--- src/rtl/hop_chain_seq_if.sv ---
// rtl/hop_chain_seq_if.sv - harness and chain-fabric signals of the hop-chain sequencer
interface hop_chain_seq_if #(
  parameter int LANES = 4,
  parameter int HOPS  = 7,
  parameter int CNT_W = 5
);
  logic                         go;
  logic [LANES-1:0]             lane_mask;
  logic [LANES-1:0]             chain_out;
  logic                         launch_rst;
  logic [LANES*(HOPS-1)-1:0]    stage_rst;
  logic [LANES-1:0]             start;
  logic                         busy;
  logic                         done;
  logic                         pass;
  logic [LANES-1:0]             err_mask;
  logic [LANES*CNT_W-1:0]       lat;

  modport master (
    output go, lane_mask, chain_out,
    input  launch_rst, stage_rst, start, busy, done, pass, err_mask, lat
  );

  modport slave (
    input  go, lane_mask, chain_out,
    output launch_rst, stage_rst, start, busy, done, pass, err_mask, lat
  );
endinterface

--- src/rtl/hop_chain_seq.sv ---
// rtl/hop_chain_seq.sv - reset-release and launch sequencer for hop-chain flop benchmarks
// Every output is a register loaded from its next-state value computed in the single always_comb.
module hop_chain_seq #(
  parameter int LANES    = 4,
  parameter int HOPS     = 7,
  parameter int HOLD_CYC = 4,
  parameter int CNT_W    = 5,
  parameter int TIMEOUT  = 31
) (
  input  logic            clock0,
  input  logic            rst_n,
  hop_chain_seq_if.slave  bus
);
  localparam int SW = LANES * (HOPS - 1);

  typedef enum logic [2:0] {
    S_IDLE, S_HOLD, S_RELEASE, S_CHECK, S_LAUNCH, S_WAIT, S_REPORT
  } state_t;

  state_t                 r_state,      w_state_nxt;
  logic [LANES-1:0]       r_mask,       w_mask_nxt;
  logic [LANES-1:0]       r_arrived,    w_arrived_nxt;
  logic [CNT_W-1:0]       r_cnt,        w_cnt_nxt;
  logic                   r_launch_rst, w_launch_rst_nxt;
  logic [SW-1:0]          r_stage_rst,  w_stage_rst_nxt;
  logic [LANES-1:0]       r_start,      w_start_nxt;
  logic                   r_busy,       w_busy_nxt;
  logic                   r_done,       w_done_nxt;
  logic                   r_pass,       w_pass_nxt;
  logic [LANES-1:0]       r_err,        w_err_nxt;
  logic [LANES*CNT_W-1:0] r_lat,        w_lat_nxt;

  logic [LANES-1:0] w_hit;
  logic [LANES-1:0] w_arr_all;
  logic [LANES-1:0] w_err_fin;
  logic             w_wait_exit;

  // A lane arrives on its first high while enabled; same-cycle arrival beats timeout.
  assign w_hit       = r_mask & ~r_arrived & bus.chain_out;
  assign w_arr_all   = r_arrived | w_hit;
  assign w_err_fin   = r_err | (r_mask & ~w_arr_all);
  assign w_wait_exit = ((w_arr_all & r_mask) == r_mask) || (r_cnt == CNT_W'(TIMEOUT));

  always_comb begin
    w_state_nxt      = r_state;
    w_mask_nxt       = r_mask;
    w_arrived_nxt    = r_arrived;
    w_cnt_nxt        = r_cnt;
    w_launch_rst_nxt = r_launch_rst;
    w_stage_rst_nxt  = r_stage_rst;
    w_start_nxt      = r_start;
    w_busy_nxt       = r_busy;
    w_done_nxt       = r_done;
    w_pass_nxt       = r_pass;
    w_err_nxt        = r_err;
    w_lat_nxt        = r_lat;

    case (r_state)
      S_IDLE: begin
        if (bus.go) begin
          w_state_nxt   = S_HOLD;
          w_mask_nxt    = bus.lane_mask;
          w_arrived_nxt = '0;
          w_busy_nxt    = 1'b1;
          w_done_nxt    = 1'b0;
          w_pass_nxt    = 1'b0;
          w_err_nxt     = '0;
          w_lat_nxt     = '0;
          w_cnt_nxt     = '0;
        end
      end
      S_HOLD: begin
        if (r_cnt == CNT_W'(HOLD_CYC - 1)) begin
          w_state_nxt      = S_RELEASE;
          w_cnt_nxt        = '0;
          w_launch_rst_nxt = 1'b0;
          for (int l = 0; l < LANES; l++) w_stage_rst_nxt[l*(HOPS-1)] = 1'b0;
        end else begin
          w_cnt_nxt = r_cnt + 1'b1;
        end
      end
      S_RELEASE: begin
        // r_cnt is the release step already applied; the next step clears one stage further.
        if (r_cnt == CNT_W'(HOPS - 2)) begin
          w_state_nxt = S_CHECK;
        end else begin
          w_cnt_nxt = r_cnt + 1'b1;
          for (int l = 0; l < LANES; l++)
            for (int k = 1; k < HOPS - 1; k++)
              if (CNT_W'(k) == r_cnt + 1'b1) w_stage_rst_nxt[l*(HOPS-1)+k] = 1'b0;
        end
      end
      S_CHECK: begin
        w_err_nxt   = r_err | (r_mask & bus.chain_out);
        w_start_nxt = r_mask;
        w_cnt_nxt   = '0;
        w_state_nxt = S_LAUNCH;
      end
      S_LAUNCH: begin
        w_start_nxt = '0;
        w_cnt_nxt   = CNT_W'(1);
        w_state_nxt = S_WAIT;
      end
      S_WAIT: begin
        w_arrived_nxt = w_arr_all;
        for (int l = 0; l < LANES; l++)
          if (w_hit[l]) w_lat_nxt[l*CNT_W +: CNT_W] = r_cnt;
        if (w_wait_exit) begin
          w_state_nxt      = S_REPORT;
          w_err_nxt        = w_err_fin;
          w_pass_nxt       = (w_err_fin == '0);
          w_done_nxt       = 1'b1;
          w_busy_nxt       = 1'b0;
          w_launch_rst_nxt = 1'b1;
          w_stage_rst_nxt  = '1;
        end else if (r_cnt != CNT_W'(TIMEOUT)) begin
          w_cnt_nxt = r_cnt + 1'b1;
        end
      end
      S_REPORT: w_state_nxt = S_IDLE;
      default:  w_state_nxt = S_IDLE;
    endcase
  end

  always_ff @(posedge clock0 or negedge rst_n) begin
    if (!rst_n) begin
      r_state      <= S_IDLE;
      r_mask       <= '0;
      r_arrived    <= '0;
      r_cnt        <= '0;
      r_launch_rst <= 1'b1;
      r_stage_rst  <= '1;
      r_start      <= '0;
      r_busy       <= 1'b0;
      r_done       <= 1'b0;
      r_pass       <= 1'b0;
      r_err        <= '0;
      r_lat        <= '0;
    end else begin
      r_state      <= w_state_nxt;
      r_mask       <= w_mask_nxt;
      r_arrived    <= w_arrived_nxt;
      r_cnt        <= w_cnt_nxt;
      r_launch_rst <= w_launch_rst_nxt;
      r_stage_rst  <= w_stage_rst_nxt;
      r_start      <= w_start_nxt;
      r_busy       <= w_busy_nxt;
      r_done       <= w_done_nxt;
      r_pass       <= w_pass_nxt;
      r_err        <= w_err_nxt;
      r_lat        <= w_lat_nxt;
    end
  end

  assign bus.launch_rst = r_launch_rst;
  assign bus.stage_rst  = r_stage_rst;
  assign bus.start      = r_start;
  assign bus.busy       = r_busy;
  assign bus.done       = r_done;
  assign bus.pass       = r_pass;
  assign bus.err_mask   = r_err;
  assign bus.lat        = r_lat;
endmodule

--- src/flat_wrapper.sv ---
// flat-port wrapper written by rule: the top's interface ports become plain ports
module hop_chain_seq_flat 
#(
  parameter int LANES    = 4,
  parameter int HOPS     = 7,
  parameter int HOLD_CYC = 4,
  parameter int CNT_W    = 5,
  parameter int TIMEOUT  = 31
)
  (clock0, rst_n, bus_go, bus_lane_mask, bus_chain_out, bus_launch_rst, bus_stage_rst, bus_start, bus_busy, bus_done, bus_pass, bus_err_mask, bus_lat);
  hop_chain_seq_if #(.LANES(LANES), .HOPS(HOPS), .CNT_W(CNT_W)) bus_i ();
  input  logic clock0;
  input  logic rst_n;
  input wire logic [$bits(bus_i.go)-1:0] bus_go;
  input wire logic [$bits(bus_i.lane_mask)-1:0] bus_lane_mask;
  input wire logic [$bits(bus_i.chain_out)-1:0] bus_chain_out;
  output wire logic [$bits(bus_i.launch_rst)-1:0] bus_launch_rst;
  output wire logic [$bits(bus_i.stage_rst)-1:0] bus_stage_rst;
  output wire logic [$bits(bus_i.start)-1:0] bus_start;
  output wire logic [$bits(bus_i.busy)-1:0] bus_busy;
  output wire logic [$bits(bus_i.done)-1:0] bus_done;
  output wire logic [$bits(bus_i.pass)-1:0] bus_pass;
  output wire logic [$bits(bus_i.err_mask)-1:0] bus_err_mask;
  output wire logic [$bits(bus_i.lat)-1:0] bus_lat;
  assign bus_i.go = bus_go;
  assign bus_i.lane_mask = bus_lane_mask;
  assign bus_i.chain_out = bus_chain_out;
  assign bus_launch_rst = bus_i.launch_rst;
  assign bus_stage_rst = bus_i.stage_rst;
  assign bus_start = bus_i.start;
  assign bus_busy = bus_i.busy;
  assign bus_done = bus_i.done;
  assign bus_pass = bus_i.pass;
  assign bus_err_mask = bus_i.err_mask;
  assign bus_lat = bus_i.lat;
  hop_chain_seq #(.LANES(LANES), .HOPS(HOPS), .HOLD_CYC(HOLD_CYC), .CNT_W(CNT_W), .TIMEOUT(TIMEOUT)) u_core (.clock0(clock0), .rst_n(rst_n), .bus(bus_i));
endmodule
--- config.mk ---
export PLATFORM = sky130hd
export DESIGN_NAME = hop_chain_seq_flat
export DESIGN_NICKNAME = d
export VERILOG_FILES = /design/src/rtl/hop_chain_seq_if.sv /design/src/rtl/hop_chain_seq.sv /design/src/flat_wrapper.sv
export SDC_FILE = /design/constraint.sdc
export NUM_CORES = 1
export LEC_CHECK = 0
export BUFFER_PORTS_ARGS = -buffer_cell sky130_fd_sc_hd__buf_2
export CAP_MARGIN = 5
export CORE_MARGIN = 2
export CORE_UTILIZATION = 48
export CTS_CLUSTER_DIAMETER = 40
export CTS_CLUSTER_SIZE = 28
export DETAILED_ROUTE_END_ITERATION = 16
export GPL_TIMING_DRIVEN = 0
export PLACE_DENSITY = 0.76
export SLEW_MARGIN = 20
export SYNTH_ARGS = -nofsm -noshare
export SYNTH_HDL_FRONTEND = slang
export SYNTH_SLANG_ARGS = --single-unit
export TNS_END_PERCENT = 50
--- constraint.sdc ---
create_clock -name clock0 -period 2.46 [get_ports clock0]
set_clock_uncertainty 0.15 [all_clocks]
set_input_delay 0 -clock clock0 [delete_from_list [all_inputs] [get_ports clock0]]
set_output_delay 0 -clock clock0 [all_outputs]
set_load 0.01 [all_outputs]
==> qor.yml, run 1 <==
grt:
  gr-usage-all-layers_pct: 21.28
  grt_pass1_wl_mm: 10.52
  grt_max_degree: 54
  grt_antenna_before_repair: 0
  grt_overflow: 0
  grt_pass1_vias: 2206
worst_setup_path:
  arrival_ns: 2.48
  r2r_cells: 8
  worst-setup-path-type: "register to register"
  cp-start-kind: "register"
  cp_max_fo: 10
  cp_data_required_time_ns: 2.52
  rrSetupSlack_ns: 0.04
  endpoint_kind: "register"
clock_tree:
  cts_buffers: 5
  clock_latency_ns: 0.31
  cts_buffer_depth: 2
  path_clk_slew_ns: 0.10
  cts-htree-levels: 2
  cts_num_sinks: 53
  root_buffer: "clkbuf_8"
  tritoncts: "built"
finish:
  drive_gt1_share_pct: 41.04
  instances_no_fill: 416
  nets: 362
  nFillCells: 437
  area_delta_synth_final_pct: 27.82
  final_area_mm2: 0.003363
  n_antenna_cell: 0
logic_synthesis:
  ys.flop_type: "dfrtp_1"
  ys_types: 40
  synthTopCellsByCount: "dfrtp_1 (47), nand2_1 (31), mux2_2 (20), buf_4 (19), nor2_1 (18)"
  ys_async_sr_fraction_pct: 100.0
  synth_edf_count: 0
  synth.cell_area_mm2: 0.002631
  yosys.area.top_type: "dfrtp_1"
  synthCells: 256
  ys_seq_area_share_pct: 50.69
  synth_top_area_share_pct: 44.70
  synthTopCellsByArea: "dfrtp_1 (45%), mux2_2 (8.6%), dfstp_2 (6.0%)"
  synth_most_common_cell: "dfrtp_1"
  ys_warn_count: 0
  ys_seq_elements: 53
  avgSynthCellArea_um2: 10.28
  synth_nets: 273
sta:
  max_freq_mhz: 412.7
  grt_setup_unrepaired: "true"
  finalSetupViolations: 0
  min_period_ns: 2.423
  fin_crit_sh_pct: 98.51
  hold-worst-slack_ns: 0.1130
  hold_violations: 0
  drv_slew: 0
  slew_headroom_pct: 55.00
  worst_slew_pin_slew_ns: 0.6750
route:
  drt_wl_total_mm: 6.169
  wl_per_cell_um: 14.83
  drtIter0Drc: 195
  vias: 2244
  viasPerCell: 5.394
  ant_nets: 0
  drc: 0
  drtPass1Iterations: 4
placed_design:
  dp_cells: 393
  port_buffers: 66
  gp_congestion: 0.8660
  place_area_mm2: 0.003065
  place_hpwl_mm: 4.277
floorplanning:
  io_pins: 67
  die_y_um: 78.04
  die_x_um: 78.04
  rows: 26
  start_util_pct: 50.55
  core_mm2: 0.005205
  die-area_mm2: 0.006090
outcome:
  outcome: "complete, no violations"
power:
  p_per_area_mw_per_mm2: 1124
  leakage_uw: 0.001667
  ir_drop_mv: 0.5984
flow_run:
  cap_viol_max_count: 0
worst_hold_path:
  hp-class: "input pin to async pin"
==> critical path: stages (launching register included) <==
cell and delay, ns:
dfrtp_2 0.46, inv_1 0.13, ha_1 0.20, nor4bb_2 0.42
and3_1 0.24, a211o_1 0.14, buf_4 0.18, o31ai_1 0.09
a221o_1 0.30
==> what timing repair did <==
item | CTS | global route
hold buffers | 10 | 0
setup endpoints to repair | 25 | 24
hold endpoints to repair | 66 | 0
setup buffers | 3 | 2
resized for setup | 7 | 10
pin swaps | 0 | 1
==> report_power, final <==
| part | internal [uW] | total, uW | leakage (uW) | switching, uW |
|---|---|---|---|---|
| logic | 856 | 1860 | 0.000930 | 1010 |
| clock network | 208 | 518 | 0.0000423 | 311 |
| registers | 1160 | 1400 | 0.000695 | 236 |
| total | 2230 | 3780 | 0.00167 | 1550 |
==> sequential cells by signal, summed over array words and instances (netlist names) <==
register              cells
u_core.bus.pass           1
u_core.r_state            3
u_core.bus.start          4
u_core.r_mask             4
u_core.r_arrived          4
u_core.bus.busy           1
u_core.bus.stage_rst      6
u_core.bus.lat           20
u_core.bus.err_mask       4
u_core.bus.done           1
u_core.r_cnt              5
==> metal layers <==
metal / share of wire (%) / routed length [um] / global-route usage, %
met1: 44 / 2690 / 27.88
met2: 50 / 3065 / 36.81
met3: 5.5 / 340 / 2.989
met4: 1.2 / 72 / 6.491
met5: 0 / 0 / 0
==> final timing paths <==
| check | endpoint | start |
|---|---|---|
| worst max-delay path | u_core.r_cnt[0]$_DFFE_PN0P_ | u_core.r_cnt[1]$_DFFE_PN0P_ |
| worst min-delay path | u_core.bus.start[0]$_DFFE_PN0P_ | rst_n |
| worst max register to register | u_core.r_cnt[0]$_DFFE_PN0P_ | u_core.r_cnt[1]$_DFFE_PN0P_ |
| worst min register to register | u_core.bus.done$_DFFE_PN0P_ | u_core.bus.done$_DFFE_PN0P_ |
| max in group asynchronous | u_core.r_cnt[1]$_DFFE_PN0P_ | rst_n |
| min in group clock0 | u_core.r_mask[0]$_DFFE_PN0P_ | bus_lane_mask[0] |
==> kinds of logic after synthesis <==
logic type      Yosys count  synth area share, %
simple gates             85                16.07
flops                    53                50.69
fa+ha+maj                 6                2.853
mux                      20                8.559
buf+inv                  37                8.084
compound gates           55                13.74
==> cell usage in the layout (no fill, tap or decap), drive strengths merged, types with 2 or more instances in the layout <==
cell	netlist	routed
a21oi	14	14
a22o	6	6
a32o	4	4
and2	3	3
and3	2	2
buf	21	93
clkbuf	6	11
clkinvlp	0	2
dfrtp	47	47
dfstp	6	6
dlygate4sd3	0	10
ha	6	6
inv	10	11
mux2	20	20
nand2	31	31
nand2b	3	3
nand3	9	9
nor2	18	18
nor2b	2	2
nor3	3	3
nor4	2	2
o21a	2	2
o21ai	13	13
o22ai	8	8
o31ai	2	2
or3b	4	4
or4b	2	2
==> metrics by stage <==
| step | setup TNS, ns | total power [uW] | utilization (%) | setup WS (ns) |
|---|---|---|---|---|
| 3_5_place_dp | -0.7757 | 3105 | 58.89 | -0.1166 |
| 4_1_cts | 0 | 3704 | 63.65 | 0.006374 |
| 2_1_floorplan | 0 | 2533 | - | 0.07897 |
| 5_1_grt | -0.05199 | 4054 | 64.62 | -0.02814 |
| 3_3_place_gp | -1.397 | 3037 | 58.58 | -0.1560 |
| 6_report | 0 | 3779 | 64.62 | 0.03666 |
==> area by class of cell <==
class                           count  area (um2)  share of cell area, %
Tap cell                           70       87.58                  2.604
Clock inverter                      3       26.28                 0.7812
Inverter                           10       37.54                  1.116
Clock buffer                        5       68.82                  2.046
Sequential cell                    53        1335                  39.69
Multi-Input combinational cell    166        1151                  34.23
Timing Repair Buffer               82       478.0                  14.21
Buffer                             27       178.9                  5.320
Power figures use the tool's default switching activity.
==> run 2, diff against run 1 <==
--- a/config.mk
+++ b/config.mk
@@ -7,13 +7,16 @@
 export LEC_CHECK = 0
 export BUFFER_PORTS_ARGS = -buffer_cell sky130_fd_sc_hd__buf_2
 export CAP_MARGIN = 5
+export CELL_PAD_IN_SITES_DETAIL_PLACEMENT = 2
+export CELL_PAD_IN_SITES_GLOBAL_PLACEMENT = 2
 export CORE_MARGIN = 2
-export CORE_UTILIZATION = 48
+export CORE_UTILIZATION = 29
 export CTS_CLUSTER_DIAMETER = 40
 export CTS_CLUSTER_SIZE = 28
 export DETAILED_ROUTE_END_ITERATION = 16
 export GPL_TIMING_DRIVEN = 0
-export PLACE_DENSITY = 0.76
+export PLACE_DENSITY_LB_ADDON = 0.1
+export RECOVER_POWER = 25
 export SLEW_MARGIN = 20
 export SYNTH_ARGS = -nofsm -noshare
 export SYNTH_HDL_FRONTEND = slang
==> qor.yml, run 2 (same netlist as run 1, synthesis figures left out) <==
finish:
  drive_gt1_share_pct: 39.18  # -1.9 points
  nets: 359  # -0.83%
  final_area_mm2: 0.003396  # +0.97%
  nFillCells: 980  # +120%
  final_common_cell: "buf_2"
  area_delta_synth_final_pct: 29.05
  final_cell_mix: "buf_2 (63), dfrtp_1 (46), nand2_1 (31)"
  fin_util_pct: 38.75  # -26 points
  instances_no_fill: 450  # +8.2%
  largest_reg_flops: 20  # unchanged
  n_antenna_cell: 0  # unchanged
worst_setup_path:
  endpoint_kind: "register"
  cp-start-kind: "register"
  cp_max_fo: 8  # -2
  worst-setup-path-type: "register to register"
  arrival_ns: 2.56  # +0.08 ns
  cp_data_required_time_ns: 2.55  # +0.03 ns
flow_run:
  cap_viol_max_count: 0  # unchanged
placed_design:
  port_buffers: 66  # unchanged
  place_hpwl_mm: 5.493  # +28%
  gp_congestion: 0.7523  # -13%
  dp_cells: 431  # +9.7%
  place_area_mm2: 0.003110  # +1.5%
sta:
  slew_headroom_pct: 8.531  # -46 points
  worst_slew_pin_slew_ns: 1.372  # +0.6970 ns
  fin_crit_sh_pct: 100.4  # +1.9 points
  finalWorstSetupSlack_ns: -0.01016  # -0.04682 ns
  min_period_ns: 2.470  # +0.04682 ns
  hold_violations: 0  # unchanged
  finalSetupViolations: 1  # +1
  grt_setup_unrepaired: "true"
  max_freq_mhz: 404.8  # -1.9%
  drv_slew: 0  # unchanged
grt:
  grt_overflow: 0  # unchanged
  grt_antenna_before_repair: 0  # unchanged
  grt_max_degree: 54  # unchanged
  grt_pass1_vias: 2343  # +6.2%
  grt_pass1_wl_mm: 12.30  # +17%
  gr-usage-all-layers_pct: 15.49  # -5.8 points
route:
  viasPerCell: 5.038  # -6.6%
  wl_per_cell_um: 16.90  # +14%
  ant_nets: 0  # unchanged
  vias: 2267  # +1.0%
  drtIter0Drc: 30  # -85%
  drt_wl_total_mm: 7.605  # +23%
  drtPass1Iterations: 4  # unchanged
  drc: 0  # unchanged
outcome:
  violations: "setup timing"
  outcome: "finished, violations left"
power:
  ir_drop_mv: 0.3489  # -42%
  p_per_area_mw_per_mm2: 1143  # +1.7%
  leakage_uw: 0.001647  # -1.2%
floorplanning:
  die_y_um: 99.26  # +27%
  start_util_pct: 30.03  # -21 points
  io_pins: 67  # unchanged
  die_x_um: 99.26  # +27%
  die-area_mm2: 0.009852  # +62%
  rows: 34  # +31%
  core_mm2: 0.008763  # +68%
clock_tree:
  clock_latency_ns: 0.30  # about the same
  path_clk_slew_ns: 0.10  # about the same
  cts_num_sinks: 53  # unchanged
  cts_buffer_depth: 2  # unchanged
  root_buffer: "clkbuf_8"
  cts-htree-levels: 2  # unchanged
  tritoncts: "built"
  cts_buffers: 5  # unchanged
worst_hold_path:
  hp-class: "input pin to register"
[run 2: path summary, 6_finish.rpt]
kind / from / to / slack [ns] / depth (start not counted)
worst max register to register: u_core.r_cnt[1]$_DFFE_PN0P_ / u_core.r_cnt[3]$_DFFE_PN0P_ / -0.01 / 7
worst max-delay path: u_core.r_cnt[1]$_DFFE_PN0P_ / u_core.r_cnt[3]$_DFFE_PN0P_ / -0.01 / 7
min in group asynchronous: rst_n / u_core.bus.done$_DFFE_PN0P_ / 0.37 / 2
worst min register to register: u_core.bus.done$_DFFE_PN0P_ / u_core.bus.done$_DFFE_PN0P_ / 0.34 / 2
worst min-delay path: bus_lane_mask[2] / u_core.r_mask[2]$_DFFE_PN0P_ / 0.26 / 4
max in group asynchronous: rst_n / u_core.r_cnt[1]$_DFFE_PN0P_ / 0.86 / 2
[run 2: per-stage QoR]
stage                     total power [uW]  setup WS (ns)   TNS, ns  hold slack [ns]
after floorplan                       2533        0.07897         0          -0.4456
after global placement                3143        -0.5502    -8.116          0.03987
after detailed placement              3205        -0.2326    -4.249         -0.04978
after CTS                             3889      0.0008495         0           0.1651
after global routing                  4194       -0.09287   -0.1552           0.2665
final                                 3882       -0.01016  -0.01016           0.2630
[run 2: per-layer routing]
metal / routed length [um] / up-vias / GRT usage (%) / part of all wire, %
met5: 0 / - / 0 / 0
met4: 38 / 0 / 2.529 / 0.50
met3: 322 / 4 / 2.460 / 4.2
met2: 3757 / 49 / 26.51 / 49
met1: 3487 / 1157 / 21.10 / 46
li1: - / 1057 / - / -
[run 2: final cells by class]
type	instances	area [um2]	area share [%]
Timing Repair Buffer	79	445.4	13.12
Multi-Input combinational cell	166	1160	34.16
Sequential cell	53	1335	39.31
Buffer	27	178.9	5.269
Clock buffer	5	68.82	2.027
Inverter	10	37.54	1.105
Clock inverter	2	35.03	1.032
Tap cell	108	135.1	3.979
[run 2: report_power, final]
part | internal (uW) | switching (uW) | total [uW] | leakage, uW
sequential | 1160 | 247 | 1410 | 0.000695
combinational | 823 | 1050 | 1880 | 0.000898
clock | 297 | 297 | 594 | 0.0000540
[run 2: worst max-delay path: stages, from the launching register on]
cell and delay (ns):
dfrtp_2 0.45, ha_4 0.19, and3_1 0.19, ha_1 0.21, a41o_4 0.30, a211o_1 0.30
or4b_1 0.51, nand3_1 0.11
[run 2: what timing repair did]
item                       CTS  global route
hold buffers                10             0
gates resized for setup      7            10
setup endpoints to repair   27            23
pin swaps                    1             0
hold endpoints to repair    60             0
setup buffers                2             0
==> run 3, diff against run 2 <==
--- a/config.mk
+++ b/config.mk
@@ -15,6 +15,7 @@
 export CTS_CLUSTER_SIZE = 28
 export DETAILED_ROUTE_END_ITERATION = 16
 export GPL_TIMING_DRIVEN = 0
+export MAX_ROUTING_LAYER = met4
 export PLACE_DENSITY_LB_ADDON = 0.1
 export RECOVER_POWER = 25
 export SLEW_MARGIN = 20
==> qor.yml, run 3 (same netlist as run 1, synthesis figures left out) <==
floorplanning:
  rows: 34  # unchanged
  io_pins: 67  # unchanged
  start_util_pct: 30.03  # unchanged
  die-area_mm2: 0.009852  # unchanged
  core_mm2: 0.008763  # unchanged
  die_y_um: 99.26  # unchanged
  die_x_um: 99.26  # unchanged
worst_setup_path:
  cp-start-kind: "register"
  cp_max_fo: 8  # unchanged
  slowest_stage: "or4b_1"
  arrival_ns: 2.56  # about the same
  critPathTopFamily: "simple AND/OR/NAND/NOR gates"
  worst-setup-path-type: "register to register"
  critical_path.cell_chain: "ha_4 > and3_1 > ha_1 > a41o_4 > a211o_1 > or4b_1 > nand3_1"
  endpoint_kind: "register"
  cpPeakStageDelay_ns: 0.51  # about the same
  cp_num_buf_inv: 0  # unchanged
  cp_data_required_time_ns: 2.55  # about the same
sta:
  slew_headroom_pct: 8.484  # -0.047 points
  grt_setup_unrepaired: "true"
  finalSetupViolations: 1  # unchanged
  finalWorstSetupSlack_ns: -0.006457  # +0.003701 ns
  max_freq_mhz: 405.4  # +0.15%
  hold_violations: 0  # unchanged
  drv_slew: 0  # unchanged
  fin_crit_sh_pct: 100.3  # -0.15 points
  hold-worst-slack_ns: 0.2632  # +0.0001470 ns
  worst_slew_pin_slew_ns: 1.373  # +0.0007100 ns
  min_period_ns: 2.466  # -0.003701 ns
route:
  drc: 0  # unchanged
  vias: 2265  # -0.088%
  viasPerCell: 5.033  # about the same
  drt_wl_total_mm: 7.605  # unchanged
  wl_per_cell_um: 16.90  # unchanged
  drtIter0Drc: 31  # +3.3%
  ant_nets: 0  # unchanged
  drtPass1Iterations: 5  # +1
finish:
  instances_no_fill: 450  # unchanged
  largest_reg_flops: 20  # unchanged
  final_area_mm2: 0.003396  # unchanged
  final_cell_mix: "buf_2 (63), dfrtp_1 (46), nand2_1 (31)"
  n_antenna_cell: 0  # unchanged
  nets: 359  # unchanged
  area_delta_synth_final_pct: 29.05  # unchanged
  drive_gt1_share_pct: 39.18  # unchanged
  final_common_cell: "buf_2"
outcome:
  violations: "setup timing"
  outcome: "finished, violations left"
grt:
  grt_overflow: 0  # unchanged
  grt_antenna_before_repair: 0  # unchanged
  grt_max_degree: 54  # unchanged
  grt_pass1_wl_mm: 12.29  # about the same
  gr-usage-all-layers_pct: 15.98  # +0.49 points
  grt_pass1_vias: 2351  # +0.34%
power:
  ir_drop_mv: 0.3482  # -0.18%
  leakage_uw: 0.001647  # unchanged
  p_per_area_mw_per_mm2: 1144  # about the same
placed_design:
  place_area_mm2: 0.003110  # unchanged
  dp_cells: 431  # unchanged
  port_buffers: 66  # unchanged
  gp_congestion: 0.7621  # +1.3%
  place_hpwl_mm: 5.493  # unchanged
clock_tree:
  cts-htree-levels: 2  # unchanged
  clock_latency_ns: 0.31  # about the same
  cts_buffers: 5  # unchanged
  cts_num_sinks: 53  # unchanged
  root_buffer: "clkbuf_8"
  path_clk_slew_ns: 0.10  # about the same
  cts_buffer_depth: 2  # unchanged
  tritoncts: "built"
flow_run:
  cap_viol_max_count: 0  # unchanged
worst_hold_path:
  hp-class: "input pin to register"
==> run 3: worst reg2reg max path: stages (launching register included) <==
cell and delay, ns:
dfrtp_2 0.45, ha_4 0.19, and3_1 0.19, ha_1 0.21
a41o_4 0.30, a211o_1 0.30, or4b_1 0.51, nand3_1 0.11
==> run 3: per-stage QoR <==
step	utilization (%)	worst slack [ns]	total power [uW]	TNS (ns)
after floorplan	-	0.07897	2533	0
after global placement	35.34	-0.5502	3143	-8.116
after detailed placement	35.49	-0.2326	3205	-4.249
after CTS	38.35	0.0008495	3889	0
after global routing	38.75	-0.09494	4196	-0.1593
final	38.75	-0.006457	3883	-0.006457
==> run 3: cell type report <==
| class | instances | area, um2 |
|---|---|---|
| Sequential cell | 53 | 1335 |
| Tap cell | 108 | 135.1 |
| Multi-Input combinational cell | 166 | 1160 |
| Inverter | 10 | 37.54 |
| Clock inverter | 2 | 35.03 |
| Timing Repair Buffer | 79 | 445.4 |
| Buffer | 27 | 178.9 |
| Clock buffer | 5 | 68.82 |
| Fill cell | 980 | 5368 |
==> run 3: what timing repair did <==
action / 4_1_cts / 5_1_grt
hold buffers: 10 / 0
endpoints found under the hold margin: 60 / 0
endpoints found under the setup margin: 27 / 23
resized for setup: 7 / 10
pin swaps: 1 / 0
setup buffers: 2 / 0
==> run 3: routing by layer <==
metal,global-route usage [%],wire [um],share of wire (%),vias to the layer above
li1,-,-,-,1056
met1,21.37,3512,46,1154
met2,26.46,3743,49,51
met3,2.249,313,4.1,4
met4,2.529,36,0.47,0
met5,-,0,0,-
==> run 3: worst paths after layout <==
path	from	to	slack, ns	depth (start not counted)
max	u_core.r_cnt[1]$_DFFE_PN0P_	u_core.r_cnt[3]$_DFFE_PN0P_	-0.006	7
min	bus_lane_mask[2]	u_core.r_mask[2]$_DFFE_PN0P_	0.26	4
max reg2reg	u_core.r_cnt[1]$_DFFE_PN0P_	u_core.r_cnt[3]$_DFFE_PN0P_	-0.006	7
min reg2reg	u_core.bus.done$_DFFE_PN0P_	u_core.bus.done$_DFFE_PN0P_	0.34	2
max in group asynchronous	rst_n	u_core.r_cnt[1]$_DFFE_PN0P_	0.86	2
min in group asynchronous	rst_n	u_core.bus.done$_DFFE_PN0P_	0.37	2
==> run 3: where the power goes <==
part / leakage (uW) / internal [uW] / total, uW / switching (uW)
Sequential: 0.000695 / 1160 / 1410 / 248
Clock: 0.0000540 / 297 / 594 / 297
Combinational: 0.000898 / 823 / 1880 / 1050
Total: 0.00165 / 2280 / 3880 / 1600
